==> src/rtl/note_pkg.sv <==
// Shared definitions for the buzzer note player: code constants, half-period
// table lookup, FSM states and octave mode encodings.
package note_pkg;

  localparam logic [7:0] CODE_REST = 8'd0;
  localparam logic [7:0] CODE_LOW  = 8'd11;
  localparam logic [7:0] CODE_MID  = 8'd21;
  localparam logic [7:0] CODE_HIGH = 8'd31;

  localparam int unsigned TBL_W = 12;
  localparam int unsigned HP_W  = 13;

  typedef enum logic [1:0] {
    ST_IDLE = 2'd0,
    ST_LOAD = 2'd1,
    ST_TONE = 2'd2,
    ST_GAP  = 2'd3
  } state_t;

  typedef enum logic [1:0] {
    OCT_NONE     = 2'b00,
    OCT_UP       = 2'b01,
    OCT_DOWN     = 2'b10,
    OCT_NONE_ALT = 2'b11
  } octave_t;

  typedef struct packed {
    logic             valid;
    logic [TBL_W-1:0] hp;
  } hp_entry_t;

  // Rest is a valid code with a zero half-period; unknown codes come back invalid.
  function automatic hp_entry_t hp_of(input logic [7:0] code);
    hp_entry_t e;
    e.valid = 1'b1;
    case (code)
      8'd0:    e.hp = 12'd0;
      8'd11:   e.hp = 12'd3822;
      8'd12:   e.hp = 12'd3405;
      8'd13:   e.hp = 12'd3034;
      8'd14:   e.hp = 12'd2864;
      8'd15:   e.hp = 12'd2551;
      8'd16:   e.hp = 12'd2273;
      8'd17:   e.hp = 12'd2025;
      8'd21:   e.hp = 12'd1911;
      8'd22:   e.hp = 12'd1703;
      8'd23:   e.hp = 12'd1517;
      8'd24:   e.hp = 12'd1432;
      8'd25:   e.hp = 12'd1276;
      8'd26:   e.hp = 12'd1136;
      8'd27:   e.hp = 12'd1012;
      8'd31:   e.hp = 12'd956;
      8'd32:   e.hp = 12'd851;
      8'd33:   e.hp = 12'd758;
      8'd34:   e.hp = 12'd716;
      8'd35:   e.hp = 12'd638;
      8'd36:   e.hp = 12'd568;
      8'd37:   e.hp = 12'd506;
      default: begin
        e.valid = 1'b0;
        e.hp    = '0;
      end
    endcase
    return e;
  endfunction

endpackage

==> src/rtl/tone_div.sv <==
// Half-period divider: counts 1..hp while running and flips its toggle output
// each time the count reaches hp. Clear zeroes count and phase; idle holds both.
module tone_div
  import note_pkg::*;
#(
  parameter int unsigned CNT_W = HP_W
) (
  input  logic             clk_1M,
  input  logic             rst_n,
  input  logic             i_clr,
  input  logic             i_run,
  input  logic             i_silent,
  input  logic [CNT_W-1:0] i_hp,
  output logic             o_tog
);

  logic [CNT_W-1:0] r_cnt;
  logic [CNT_W-1:0] w_cnt_nxt;
  logic             r_tog;

  always_comb begin
    w_cnt_nxt = (r_cnt == i_hp) ? CNT_W'(1) : r_cnt + 1'b1;
  end

  always_ff @(posedge clk_1M or negedge rst_n) begin
    if (!rst_n) begin
      r_cnt <= '0;
      r_tog <= 1'b0;
    end else if (i_clr) begin
      r_cnt <= '0;
      r_tog <= 1'b0;
    end else if (i_run) begin
      r_cnt <= w_cnt_nxt;
      if ((w_cnt_nxt == i_hp) && !i_silent) begin
        r_tog <= ~r_tog;
      end
    end
  end

  assign o_tog = r_tog;

endmodule

==> src/rtl/note_player.sv <==
// Single-voice note player: accepts code/duration/octave over valid/ready,
// plays a square wave for the note length, then a fixed silent gap.
module note_player
  import note_pkg::*;
#(
  parameter int unsigned BEAT_CYC = 62500,
  parameter int unsigned GAP_CYC  = 2000,
  parameter int unsigned DUR_W    = 4
) (
  input  logic             clk_1M,
  input  logic             rst_n,
  input  logic             enable,
  input  logic             note_valid,
  output logic             note_ready,
  input  logic [7:0]       note_code,
  input  logic [DUR_W-1:0] note_dur,
  input  logic [1:0]       octave,
  output logic             beep,
  output logic             busy,
  output logic             bad_note
);

  localparam int unsigned TL_W = $clog2((2**DUR_W - 1) * BEAT_CYC + 1);
  localparam int unsigned GP_W = $clog2(GAP_CYC + 1);

  state_t            r_state;
  state_t            w_state_nxt;
  logic [7:0]        r_code;
  logic [DUR_W-1:0]  r_dur;
  octave_t           r_oct;
  logic [HP_W-1:0]   r_hp;
  logic              r_silent;
  logic [TL_W-1:0]   r_tone_left;
  logic [GP_W-1:0]   r_gap_left;
  logic              r_alive;

  hp_entry_t         w_entry;
  logic [HP_W-1:0]   w_hp_base;
  logic [HP_W-1:0]   w_hp_load;
  logic              w_silent_load;
  logic [TL_W-1:0]   w_tone_len;
  logic              w_accept;
  logic              w_tog;

  // note_ready stays low through reset and until the first clock after release.
  always_ff @(posedge clk_1M or negedge rst_n) begin
    if (!rst_n) r_alive <= 1'b0;
    else        r_alive <= 1'b1;
  end

  assign note_ready = r_alive && enable && (r_state == ST_IDLE);
  assign w_accept   = note_valid && note_ready;
  assign busy       = (r_state != ST_IDLE);
  assign bad_note   = (r_state == ST_LOAD) && enable && !w_entry.valid;
  assign beep       = w_tog && enable && (r_state == ST_TONE);

  always_comb begin
    w_entry   = hp_of(r_code);
    w_hp_base = {1'b0, w_entry.hp};
    case (r_oct)
      OCT_UP:   w_hp_load = w_hp_base >> 1;
      OCT_DOWN: w_hp_load = w_hp_base << 1;
      default:  w_hp_load = w_hp_base;
    endcase
    w_silent_load = !w_entry.valid || (w_entry.hp == '0);
    w_tone_len    = TL_W'(r_dur) * TL_W'(BEAT_CYC) - TL_W'(GAP_CYC);
  end

  always_ff @(posedge clk_1M or negedge rst_n) begin
    if (!rst_n) r_state <= ST_IDLE;
    else        r_state <= w_state_nxt;
  end

  always_comb begin
    w_state_nxt = r_state;
    if (enable) begin
      case (r_state)
        ST_IDLE: if (w_accept) w_state_nxt = ST_LOAD;
        ST_LOAD: w_state_nxt = ST_TONE;
        ST_TONE: if (r_tone_left == TL_W'(1)) w_state_nxt = ST_GAP;
        ST_GAP:  if (r_gap_left == GP_W'(1)) w_state_nxt = ST_IDLE;
        default: w_state_nxt = ST_IDLE;
      endcase
    end
  end

  always_ff @(posedge clk_1M or negedge rst_n) begin
    if (!rst_n) begin
      r_code      <= '0;
      r_dur       <= '0;
      r_oct       <= OCT_NONE;
      r_hp        <= '0;
      r_silent    <= 1'b0;
      r_tone_left <= '0;
      r_gap_left  <= '0;
    end else if (enable) begin
      case (r_state)
        ST_IDLE: begin
          if (w_accept) begin
            r_code <= note_code;
            r_dur  <= (note_dur == '0) ? DUR_W'(1) : note_dur;
            r_oct  <= octave_t'(octave);
          end
        end
        ST_LOAD: begin
          r_hp        <= w_hp_load;
          r_silent    <= w_silent_load;
          r_tone_left <= w_tone_len;
        end
        ST_TONE: begin
          r_tone_left <= r_tone_left - 1'b1;
          if (r_tone_left == TL_W'(1)) r_gap_left <= GP_W'(GAP_CYC);
        end
        ST_GAP: begin
          r_gap_left <= r_gap_left - 1'b1;
        end
        default: ;
      endcase
    end
  end

  tone_div #(
    .CNT_W(HP_W)
  ) u_tone_div (
    .clk_1M  (clk_1M),
    .rst_n   (rst_n),
    .i_clr   (enable && (r_state == ST_LOAD)),
    .i_run   (enable && (r_state == ST_TONE)),
    .i_silent(r_silent),
    .i_hp    (r_hp),
    .o_tog   (w_tog)
  );

endmodule

==> config.mk <==
export PLATFORM = sky130hd
export DESIGN_NAME = note_player
export DESIGN_NICKNAME = d
export VERILOG_FILES = /design/src/rtl/note_pkg.sv /design/src/rtl/tone_div.sv /design/src/rtl/note_player.sv
export SDC_FILE = /design/constraint.sdc
export NUM_CORES = 1
export LEC_CHECK = 0
export ABC_AREA = 1
export BUFFER_PORTS_ARGS = -buffer_cell sky130_fd_sc_hd__buf_4
export CAP_MARGIN = 20
export CORE_ASPECT_RATIO = 0.5
export CORE_MARGIN = 2
export CORE_UTILIZATION = 64
export CTS_CLUSTER_DIAMETER = 60
export DETAILED_ROUTE_END_ITERATION = 10
export PLACE_DENSITY_LB_ADDON = 0.05
export SKIP_LAST_GASP = 1
export SLEW_MARGIN = 30
export SYNTH_ARGS = -nofsm -noshare
export SYNTH_HDL_FRONTEND = slang
export SYNTH_SLANG_ARGS = --single-unit
==> constraint.sdc <==
create_clock -name clk_1M -period 9 [get_ports clk_1M]
set_input_delay 1.8 -clock clk_1M [delete_from_list [all_inputs] [get_ports clk_1M]]
set_output_delay 1.8 -clock clk_1M [all_outputs]
set_load 0.02 [all_outputs]
==> impl_results.md, run 1 <==
* Initial DRC count at 380
* Width of the chip at 139 um
* M1 WL at 6450 um
* Met2 wire length at 6670 um
* Seq/Total Area, Yosys at 32.6%
* Overflow left after global routing at 0
* Fraction of layout cells with a size suffix above 1 at 6.37%
* Cell Chain, Critical Path: buf_4 > nand2_1 > nor3_1 > nand4_1 > nor2_1 > buf_4
* Drt total wl at 14300 um
* Total core area at 0.00880 mm2
* Area contributors post-synth: dfrtp_1 (33%), nand2_1 (12%), inv_1 (8.6%)
* Max Freq at 202 MHz
* TritonCTS buffer count at 9
* Reg2reg end: r_tone_left[19]
* Post-Layout Cell Count at 996
* Crit end category: output port
* Crit Path Class: input pin to output port
* Sink Count at 76
* Synth area leader: dfrtp_1
* Fin area at 0.00640 mm2
* Worst-case clock buffer depth at 2
* Post-Place Worst Slack at 4.08 ns
* Slew Limit Fails at 0
* CP max-delay cell: nand2_1
* Most frequent cells in the layout: nand2_1 (192), inv_1 (134), nor2_1 (110)
* Drt pass-1 iters at 5
* Worst Path Arrival at 3.14 ns
* Max VDD drop at 0.418 mV
* Final antenna-violating net count at 0
* Placed cell count at 980
* FF-to-FF path depth at 15
* Fin crit period at 4.94 ns
* Area share of the largest cell type after synthesis at 32.6%
* Post-CTS Resized at 0
* DR top layer: met4
* Largest net degree at the start of global routing at 77
* Initial antenna violation count at 0
* Number of inserted diodes at 0
* Post-Syn Area at 0.00584 mm2
* Net Count, Synth at 909
* Syn_area_per_cell at 6.81 um2
* Number of flops mapped to enable cells by yosys at 0
* Post CTS Setup Buffer Count at 0
* Hold WC Path Type: flip-flop to flip-flop
* PwrDens at 351 mW/mm2
* First-pass GRT wire length at 24200 um
* Vias in the first global route at 5316
* Cell seen most often among critical-path stages: buf_4
* Hold Path Stages at 1
* Cts hold-fix bufs at 0
* Root buf cell: clkbuf_16
* Setup-failing EPs final at 0
* Ys async rst share at 100%
* Worst Clk Skew at 0.00752 ns
* Clk pin slew, worst setup/hold paths at 0.06 ns
* Max-slew headroom at 44.8%
* GRT Total Usage at 30.1%
* Setup TNS at 0 ns
* Final net count at 925
* CP bufs+invs at 2
* Flop-to-flop setup slack at 5.42 ns
* Final HPWL DP at 10500 um
* Starting density of the core at 66.4%
* Status: finished clean
* Die Footprint at 0.00995 mm2
* Final Hold Vio Count at 0
* Top Family by Delay on Critical Path: simple AND/OR/NAND/NOR gates
* Row count at 24
* Htree depth at 3
* RSZ-0062 raised after global routing: false
* Leading cell type in the layout, fill and taps excluded: nand2_1
* WL met3 at 814 um
* Synth Instances at 858
* Hold EP: r_gap_left[9]
* CP max FO at 25
* FF+latch count, synth at 76
* Max Cap Viol at 0
* Fill count at 745
* Worst path required time at 7.20 ns
* Area after DPL at 0.00607 mm2
* Hold path start: r_gap_left[9]
* Critical R2R Launch: r_dur[1]
* Final worst slack at 4.06 ns
* Via density at 5.69
* Area grow syn2layout at 9.51%
* Chip height at 71.6 um
* Per-cell routed wire length at 14.3 um
* Pleak at 3.20 nW
* Post-synth cell types at 41
* Yosys warning total at 0
* I/O pin count at 22
* DRC Markers at 0
* CTS tree: done
* Critical Path Start Type: input pin
* Input/output buffers at 21
* Total number of vias at 5672
* Slowest stage delay, CP at 0.47 ns
* Period utilisation layout at 54.9%
* Primary FF master, synth: dfrtp_1
* Gpl congestion at 0.965
* Measured slew at the worst slew-check pin at 0.825 ns
* Worst-Skew Late Latency at 0.34 ns
-- logic make-up after synthesis --
family,synth area share [%]
adders and majority gates,7.71
muxes,0.578
AOI/OAI and AO/OA,15.1
DFF,32.6
and+or+nand+nor,30.1
xor gates and xnor gates,3.60
buffers and inverters,10.2
other,0.0642
-- worst max-delay path by stage --
stage,from,endpoint,slack (ns),cells past startpoint
global route,enable,bad_note,3.91,6
global placement,enable,bad_note,4.16,6
finish,enable,bad_note,4.06,6
CTS,enable,bad_note,4.07,6
floorplan,enable,bad_note,4.46,5
detailed placement,enable,bad_note,4.08,6
-- synthesized netlist by cell type, types with 4 or more instances --
master and count:
dfrtp_1 76, nor2_1 110, xor2_1 21, o221ai_1 4
nand2_1 192, inv_1 134, a31oi_1 8, a22oi_1 6
a211oi_1 5, fa_1 5, nor3_1 26, nand3_1 45
a21oi_1 51, ha_1 28, nor4_1 4, nand4_1 19
clkbuf_1 14, o22ai_1 15, o21ai_0 49
-- registers in the layout, summed over array words and instances, names as in the netlist --
register,cells
r_oct,2
r_hp,13
r_tone_left,20
r_alive,1
r_gap_left,11
r_state,2
r_silent,1
r_dur,4
r_code,8
u_tone_div.o_tog,1
u_tone_div.r_cnt,13
-- layer usage --
| metal | vias up | track usage (%) |
|---|---|---|
| met1 | 2611 | 37.8 |
| li1 | 2843 | - |
| met4 | 0 | 10.9 |
| met3 | 35 | 5.41 |
| met2 | 183 | 53.3 |
| met5 | - | 0 |
-- final cells by class --
cell class | count | area, um2 | area share [%]
clock buffer | 13 | 280 | 4.38
clock inverter | 3 | 42.5 | 0.665
inverter | 139 | 522 | 8.16
multi-input combinational | 627 | 3340 | 52.2
sequential | 76 | 1900 | 29.7
tap | 117 | 146 | 2.29
timing repair buffer | 21 | 161 | 2.52
-- metrics by stage --
stage	util (%)	hold WS (ns)	power, mW
6_report	72.7	0.495	2.25
5_1_grt	72.7	0.530	2.47
4_1_cts	72.7	0.500	2.24
3_5_place_dp	69.0	0.491	1.85
3_3_place_gp	69.0	0.467	1.80
2_1_floorplan	-	0.449	1.54
-- where the power goes --
part           total, mW  internal, mW  leakage [nW]  switching (mW)
combinational       1.27         0.443          2.12           0.829
sequential         0.587         0.468         0.920           0.119
clock              0.387         0.245         0.158           0.143
total               2.25          1.16          3.20            1.09
(Power assumes the default switching activity.)
==> run 2: changes to the inputs <==
--- a/config.mk
+++ b/config.mk
@@ -10,7 +10,7 @@
 export CAP_MARGIN = 20
 export CORE_ASPECT_RATIO = 0.5
 export CORE_MARGIN = 2
-export CORE_UTILIZATION = 64
+export CORE_UTILIZATION = 57
 export CTS_CLUSTER_DIAMETER = 60
 export DETAILED_ROUTE_END_ITERATION = 10
 export PLACE_DENSITY_LB_ADDON = 0.05
==> constraint.sdc (replaced) <==
create_clock -name clk_1M -period 4.2 [get_ports clk_1M]
set_input_delay 0.84 -clock clk_1M [delete_from_list [all_inputs] [get_ports clk_1M]]
set_output_delay 0.84 -clock clk_1M [all_outputs]
set_load 0.02 [all_outputs]
==> impl_results.md, run 2 (synthesis results as in run 1) <==
* Final net count at 929 (+0.43%)
* I/O pin count at 22 (unchanged)
* Cts hold-fix bufs at 0 (unchanged)
* Crit. Startpoint: r_dur[2]
* Worst path required time at 4.43 ns (-2.77 ns)
* Setup-failing EPs final at 0 (unchanged)
* Hold WC Path Type: input pin to asynchronous set/reset pin
* Crit Path Class: flip-flop to flip-flop
* Slew Limit Fails at 0 (unchanged)
* Crit end category: flip-flop
* PwrDens at 749 mW/mm2 (+110%)
* Fraction of layout cells with a size suffix above 1 at 6.68% (+0.31 points)
* Fin area at 0.00647 mm2 (+1.1%)
* Max-slew headroom at 45.9% (+1.1 points)
* Worst Clk Skew at 0.00872 ns (+0.00121 ns)
* Period utilisation layout at 82.8%
* Final HPWL DP at 10900 um (+4.3%)
* Clk pin slew, worst setup/hold paths at 0.06 ns (about the same)
* FF-to-FF path depth at 15 (unchanged)
* Biggest regs: r_tone_left x20, r_hp x13, u_tone_div.r_cnt x13
* Total core area at 0.0101 mm2 (+15%)
* Drt total wl at 14500 um (+1.5%)
* RSZ-0062 raised after global routing: false
* Leading cell type in the layout, fill and taps excluded: nand2_1
* CP max FO at 9 (-64%)
* Drt pass-1 iters at 5 (unchanged)
* Number of inserted diodes at 0 (unchanged)
* GRT Total Usage at 27.2% (-2.9 points)
* Width of the chip at 147 um (+5.8%)
* Status: finished clean
* Per-cell routed wire length at 14.2 um (-1.1%)
* TritonCTS buffer count at 9 (unchanged)
* Max VDD drop at 0.805 mV (+93%)
* Setup TNS at 0 ns (unchanged)
* Measured slew at the worst slew-check pin at 0.809 ns (-0.0160 ns)
* Sink Count at 76 (unchanged)
* Fin crit period at 3.48 ns
* Post CTS Setup Buffer Count at 0 (unchanged)
* CP endpoint: r_tone_left[19]
* Worst-case clock buffer depth at 2 (unchanged)
* Critical R2R Launch: r_dur[2]
* Gpl congestion at 0.938 (-2.8%)
* Via density at 5.52 (-3.1%)
* Row count at 26 (+8.3%)
* Htree depth at 3 (unchanged)
* Initial antenna violation count at 0 (unchanged)
* Area grow syn2layout at 10.7%
* Critical Path Start Type: flip-flop
* Max Freq at 287 MHz
* Vias in the first global route at 5197 (-2.2%)
* Final antenna-violating net count at 0 (unchanged)
* Chip height at 75.6 um (+5.6%)
* Die Footprint at 0.0111 mm2 (+12%)
* Input/output buffers at 21 (unchanged)
* DRC Markers at 0 (unchanged)
* Total number of vias at 5643 (-0.51%)
* Reg2reg end: r_tone_left[19]
* Worst hold slack at 0.429 ns (-0.0655 ns)
* Max FFs per register at 20 (unchanged)
* Worst Path Arrival at 3.71 ns (+0.57 ns)
* Final Hold Vio Count at 0 (unchanged)
* Most frequent cells in the layout: nand2_1 (192), inv_1 (134), nor2_1 (110)
* Worst-Skew Late Latency at 0.34 ns (about the same)
* Initial DRC count at 376 (-1.1%)
* Root buf cell: clkbuf_16
* First-pass GRT wire length at 24200 um (about the same)
* Overflow left after global routing at 0 (unchanged)
* Max Cap Viol at 0 (unchanged)
* Starting density of the core at 57.9% (-8.5 points)
* CTS tree: done
* Pleak at 3.23 nW (+0.84%)
* Area after DPL at 0.00615 mm2 (+1.3%)
* Flop-to-flop setup slack at 0.72 ns (-4.70 ns)
* Largest net degree at the start of global routing at 48 (-38%)
* Post-CTS Resized at 0 (unchanged)
* Biggest register: r_tone_left
run 2: how the worst min path moves through the flow:
stage                               start                    to  slack [ns]  cells after the start
after floorplan           r_tone_left[19]       r_tone_left[19]        0.45                      2
after global placement           r_silent              r_silent        0.47                      2
after detailed placement         r_silent              r_silent        0.48                      2
after CTS                           rst_n  u_tone_div.r_cnt[11]        0.45                      1
after global routing                rst_n  u_tone_div.r_cnt[12]        0.46                      1
final                               rst_n   u_tone_div.r_cnt[2]        0.43                      1
run 2: routing by layer:
| layer | vias up | wire length (um) | track usage, % |
|---|---|---|---|
| met2 | 119 | 6920 | 48.1 |
| met1 | 2642 | 6730 | 34.6 |
| met5 | - | 0 | 0 |
| li1 | 2857 | - | - |
| met4 | 0 | 226 | 8.01 |
| met3 | 25 | 610 | 5.75 |
run 2: critical path, stage by stage (launching register included):
cell and delay (ns):
dfrtp_1 0.52, fa_1 0.60, inv_1 0.07, fa_1 0.50
inv_1 0.04, ha_1 0.34, a21oi_1 0.16, nand2_1 0.10
xnor2_1 0.27, nand2_1 0.12, nor3_1 0.22, nand2_1 0.10
o21ai_0 0.17, nand2_1 0.06, nand2_1 0.06, nand2_1 0.06
run 2: cell type report:
cell class / count / area, um2
inverter: 139 / 522
clock inverter: 5 / 75.1
clock buffer: 11 / 243
tap: 140 / 175
sequential: 76 / 1900
timing repair buffer: 25 / 208
multi-input combinational: 627 / 3340
fill: 917 / 3620
run 2: power by group:
| part | leakage, nW | switching [mW] | internal, mW |
|---|---|---|---|
| logic | 2.15 | 1.78 | 0.965 |
| registers | 0.920 | 0.252 | 1.00 |
| clock network | 0.159 | 0.310 | 0.534 |
run 2: metrics by stage:
stage	worst slack (ns)	cells	util, %	total power, mW
floorplan	0.996	858	-	3.30
global placement	0.786	1006	60.7	3.91
detailed placement	0.714	1007	61.0	3.98
CTS	0.706	1023	64.1	4.84
global route	0.398	1023	64.1	5.33
finish	0.721	1023	64.1	4.84
==> run 3: changes to the inputs <==
==> constraint.sdc (replaced) <==
create_clock -name clk_1M -period 3 [get_ports clk_1M]
set_input_delay 0.6 -clock clk_1M [delete_from_list [all_inputs] [get_ports clk_1M]]
set_output_delay 0.6 -clock clk_1M [all_outputs]
set_load 0.02 [all_outputs]
==> impl_results.md, run 3 (synthesis results as in run 1) <==
* Status: finished with violations
* Failing checks: setup timing
* Period utilisation layout at 105% (+23 points)
* Most frequent cells in the layout: nand2_1 (189), inv_1 (132), nor2_1 (109)
* Measured slew at the worst slew-check pin at 0.700 ns (-0.109 ns)
* Gpl congestion at 0.970 (+3.4%)
* Cts hold-fix bufs at 0 (unchanged)
* Grt peak-use layer: met2
* Drt pass-1 iters at 6 (+1)
* Max VDD drop at 1.63 mV (+100%)
* Root buf cell: clkbuf_16
* Width of the chip at 147 um (unchanged)
* Final Hold Vio Count at 0 (unchanged)
* Setup-failing EPs final at 4 (+4)
* Biggest regs: r_tone_left x20, r_hp x13, u_tone_div.r_cnt x13
* Worst Path Arrival at 3.44 ns (-0.27 ns)
* Htree depth at 3 (unchanged)
* CP max FO at 4 (-5)
* FF-to-FF path depth at 16 (+1)
* Worst Clk Skew at 0.00813 ns (-0.000597 ns)
* Total core area at 0.0101 mm2 (unchanged)
* Initial antenna violation count at 0 (unchanged)
* Crit end category: flip-flop
* Sink Count at 76 (unchanged)
* Per-cell routed wire length at 14.1 um (-0.21%)
* Critical Path Start Type: flip-flop
* Starting density of the core at 57.9% (unchanged)
* Max-slew headroom at 53.2% (+7.3 points)
* Via density at 5.44 (-1.4%)
* Pleak at 3.32 nW (+2.8%)
* Worst-Skew Late Latency at 0.34 ns (about the same)
* Row count at 26 (unchanged)
* Area grow syn2layout at 14.3%
* Max FFs per register at 20 (unchanged)
* Area of the multi-input gates at 0.00343 mm2 (+2.6%)
* Flop-to-flop setup slack at -0.16 ns (-0.88 ns)
* Grt met2 use at 47.6% (-0.52 points)
* Fill count at 889 (-3.1%)
* Crit Path Class: flip-flop to flip-flop
* Overflow left after global routing at 0 (unchanged)
* DRC Markers at 0 (unchanged)
* Max Freq at 316 MHz (+10%)
* Chip height at 75.6 um (unchanged)
* Critical R2R Launch: r_dur[2]
* Drt total wl at 14700 um (+1.3%)
* Total number of vias at 5651 (+0.14%)
* Vias in the first global route at 5155 (-0.81%)
* Worst-case clock buffer depth at 2 (unchanged)
* Crit. Startpoint: r_dur[2]
* Final worst slack at -0.160 ns (-0.882 ns)
* First-pass GRT wire length at 24200 um (+0.29%)
* Final HPWL DP at 10900 um (-0.79%)
* Max Cap Viol at 0 (unchanged)
* PwrDens at 1180 mW/mm2 (+57%)
* Input/output buffers at 21 (unchanged)
* Clk pin slew, worst setup/hold paths at 0.06 ns (about the same)
* Leading cell type in the layout, fill and taps excluded: nand2_1
* TritonCTS buffer count at 9 (unchanged)
* Met1 Use GR at 35.5% (+0.86 points)
* Pwr Total at 7.85 mW (+62%)
* Fraction of layout cells with a size suffix above 1 at 10.5% (+3.8 points)
* CTS tree: done
* Biggest register: r_tone_left
* CP endpoint: r_tone_left[19]
* Setup TNS at -0.361 ns (-0.361 ns)
* Slew Limit Fails at 0 (unchanged)
* I/O pin count at 22 (unchanged)
* Register Area at 0.00190 mm2 (+0.13%)
* GRT Total Usage at 27.2% (about the same)
* Largest net degree at the start of global routing at 70 (+46%)
* Reg2reg end: r_tone_left[19]
* Worst path required time at 3.28 ns (-1.15 ns)
* Hold WC Path Type: input pin to asynchronous set/reset pin
* Die Footprint at 0.0111 mm2 (unchanged)
* Number of inserted diodes at 0 (unchanged)
* RSZ-0062 raised after global routing: true
* Initial DRC count at 481 (+28%)
* Final antenna-violating net count at 0 (unchanged)
* Fin crit period at 3.16 ns (-0.318 ns)
* Met3 Use GR at 4.49% (-1.3 points)
* Final net count at 946 (+1.8%)
## run 3: changes by cell type in the layout (fill, tap and decap cells not counted), sizes merged
| cell | delta |
|---|---|
| buf | +17 |
| clkinv | -2 |
| clkinvlp | +1 |
## run 3: how the worst min path moves through the flow
stage	from	end	slack (ns)
5_1_grt	rst_n	u_tone_div.r_cnt[8]	0.32
3_5_place_dp	r_tone_left[19]	r_tone_left[19]	0.47
2_1_floorplan	rst_n	r_alive	0.30
4_1_cts	rst_n	u_tone_div.r_cnt[12]	0.42
3_3_place_gp	r_silent	r_silent	0.47
6_report	rst_n	u_tone_div.r_cnt[11]	0.26
## run 3: power by group
part / internal [mW] / total, mW / leakage, nW / switching (mW)
Clock: 0.768 / 1.19 / 0.158 / 0.426
Sequential: 1.41 / 1.72 / 0.917 / 0.313
Combinational: 1.99 / 4.94 / 2.24 / 2.95
Total: 4.17 / 7.85 / 3.32 / 3.69
## run 3: repair_timing
action	in CTS	in global routing
pin swaps	4	8
setup endpoints to repair	3	4
gates cloned	0	0
resized for setup	1	13
setup buffers	0	2
## run 3: cell type report
class / count / share of cell area [%]
clock buffer: 11 / 3.79
clock inverter: 4 / 1.09
inverter: 139 / 7.82
multi-input combinational: 627 / 51.4
sequential: 76 / 28.5
tap: 140 / 2.62
timing repair buffer: 42 / 4.78
## run 3: metal layers
metal	part of all wire (%)	routed length, um
met5	0	0
met2	47	6970
met3	4.2	613
met4	1.8	269
met1	46	6820
## run 3: metrics by stage
stage	utilization, %	instances	hold WS, ns	instance area, um2	worst slack (ns)
after floorplan	-	858	0.304	5880	-0.0171
after global routing	66.2	1039	0.325	6680	-0.397
after CTS	65.5	1037	0.418	6610	-0.0849
after detailed placement	62.3	1022	0.471	6280	-0.124
final	66.2	1039	0.262	6680	-0.160
after global placement	62.3	1022	0.471	6280	-0.0633
## run 3: worst max-delay path, stage by stage, from the launching register on
cell and delay, ns:
dfrtp_2 0.43, fa_1 0.59, inv_2 0.05, fa_1 0.50, inv_2 0.05, ha_4 0.23
buf_4 0.14, xnor2_1 0.13, nor2_1 0.21, inv_1 0.13, nor3_2 0.21, nand2_1 0.11
a21oi_2 0.12, o21ai_1 0.07, nand2_1 0.06, nand2_1 0.04, nand2_1 0.05
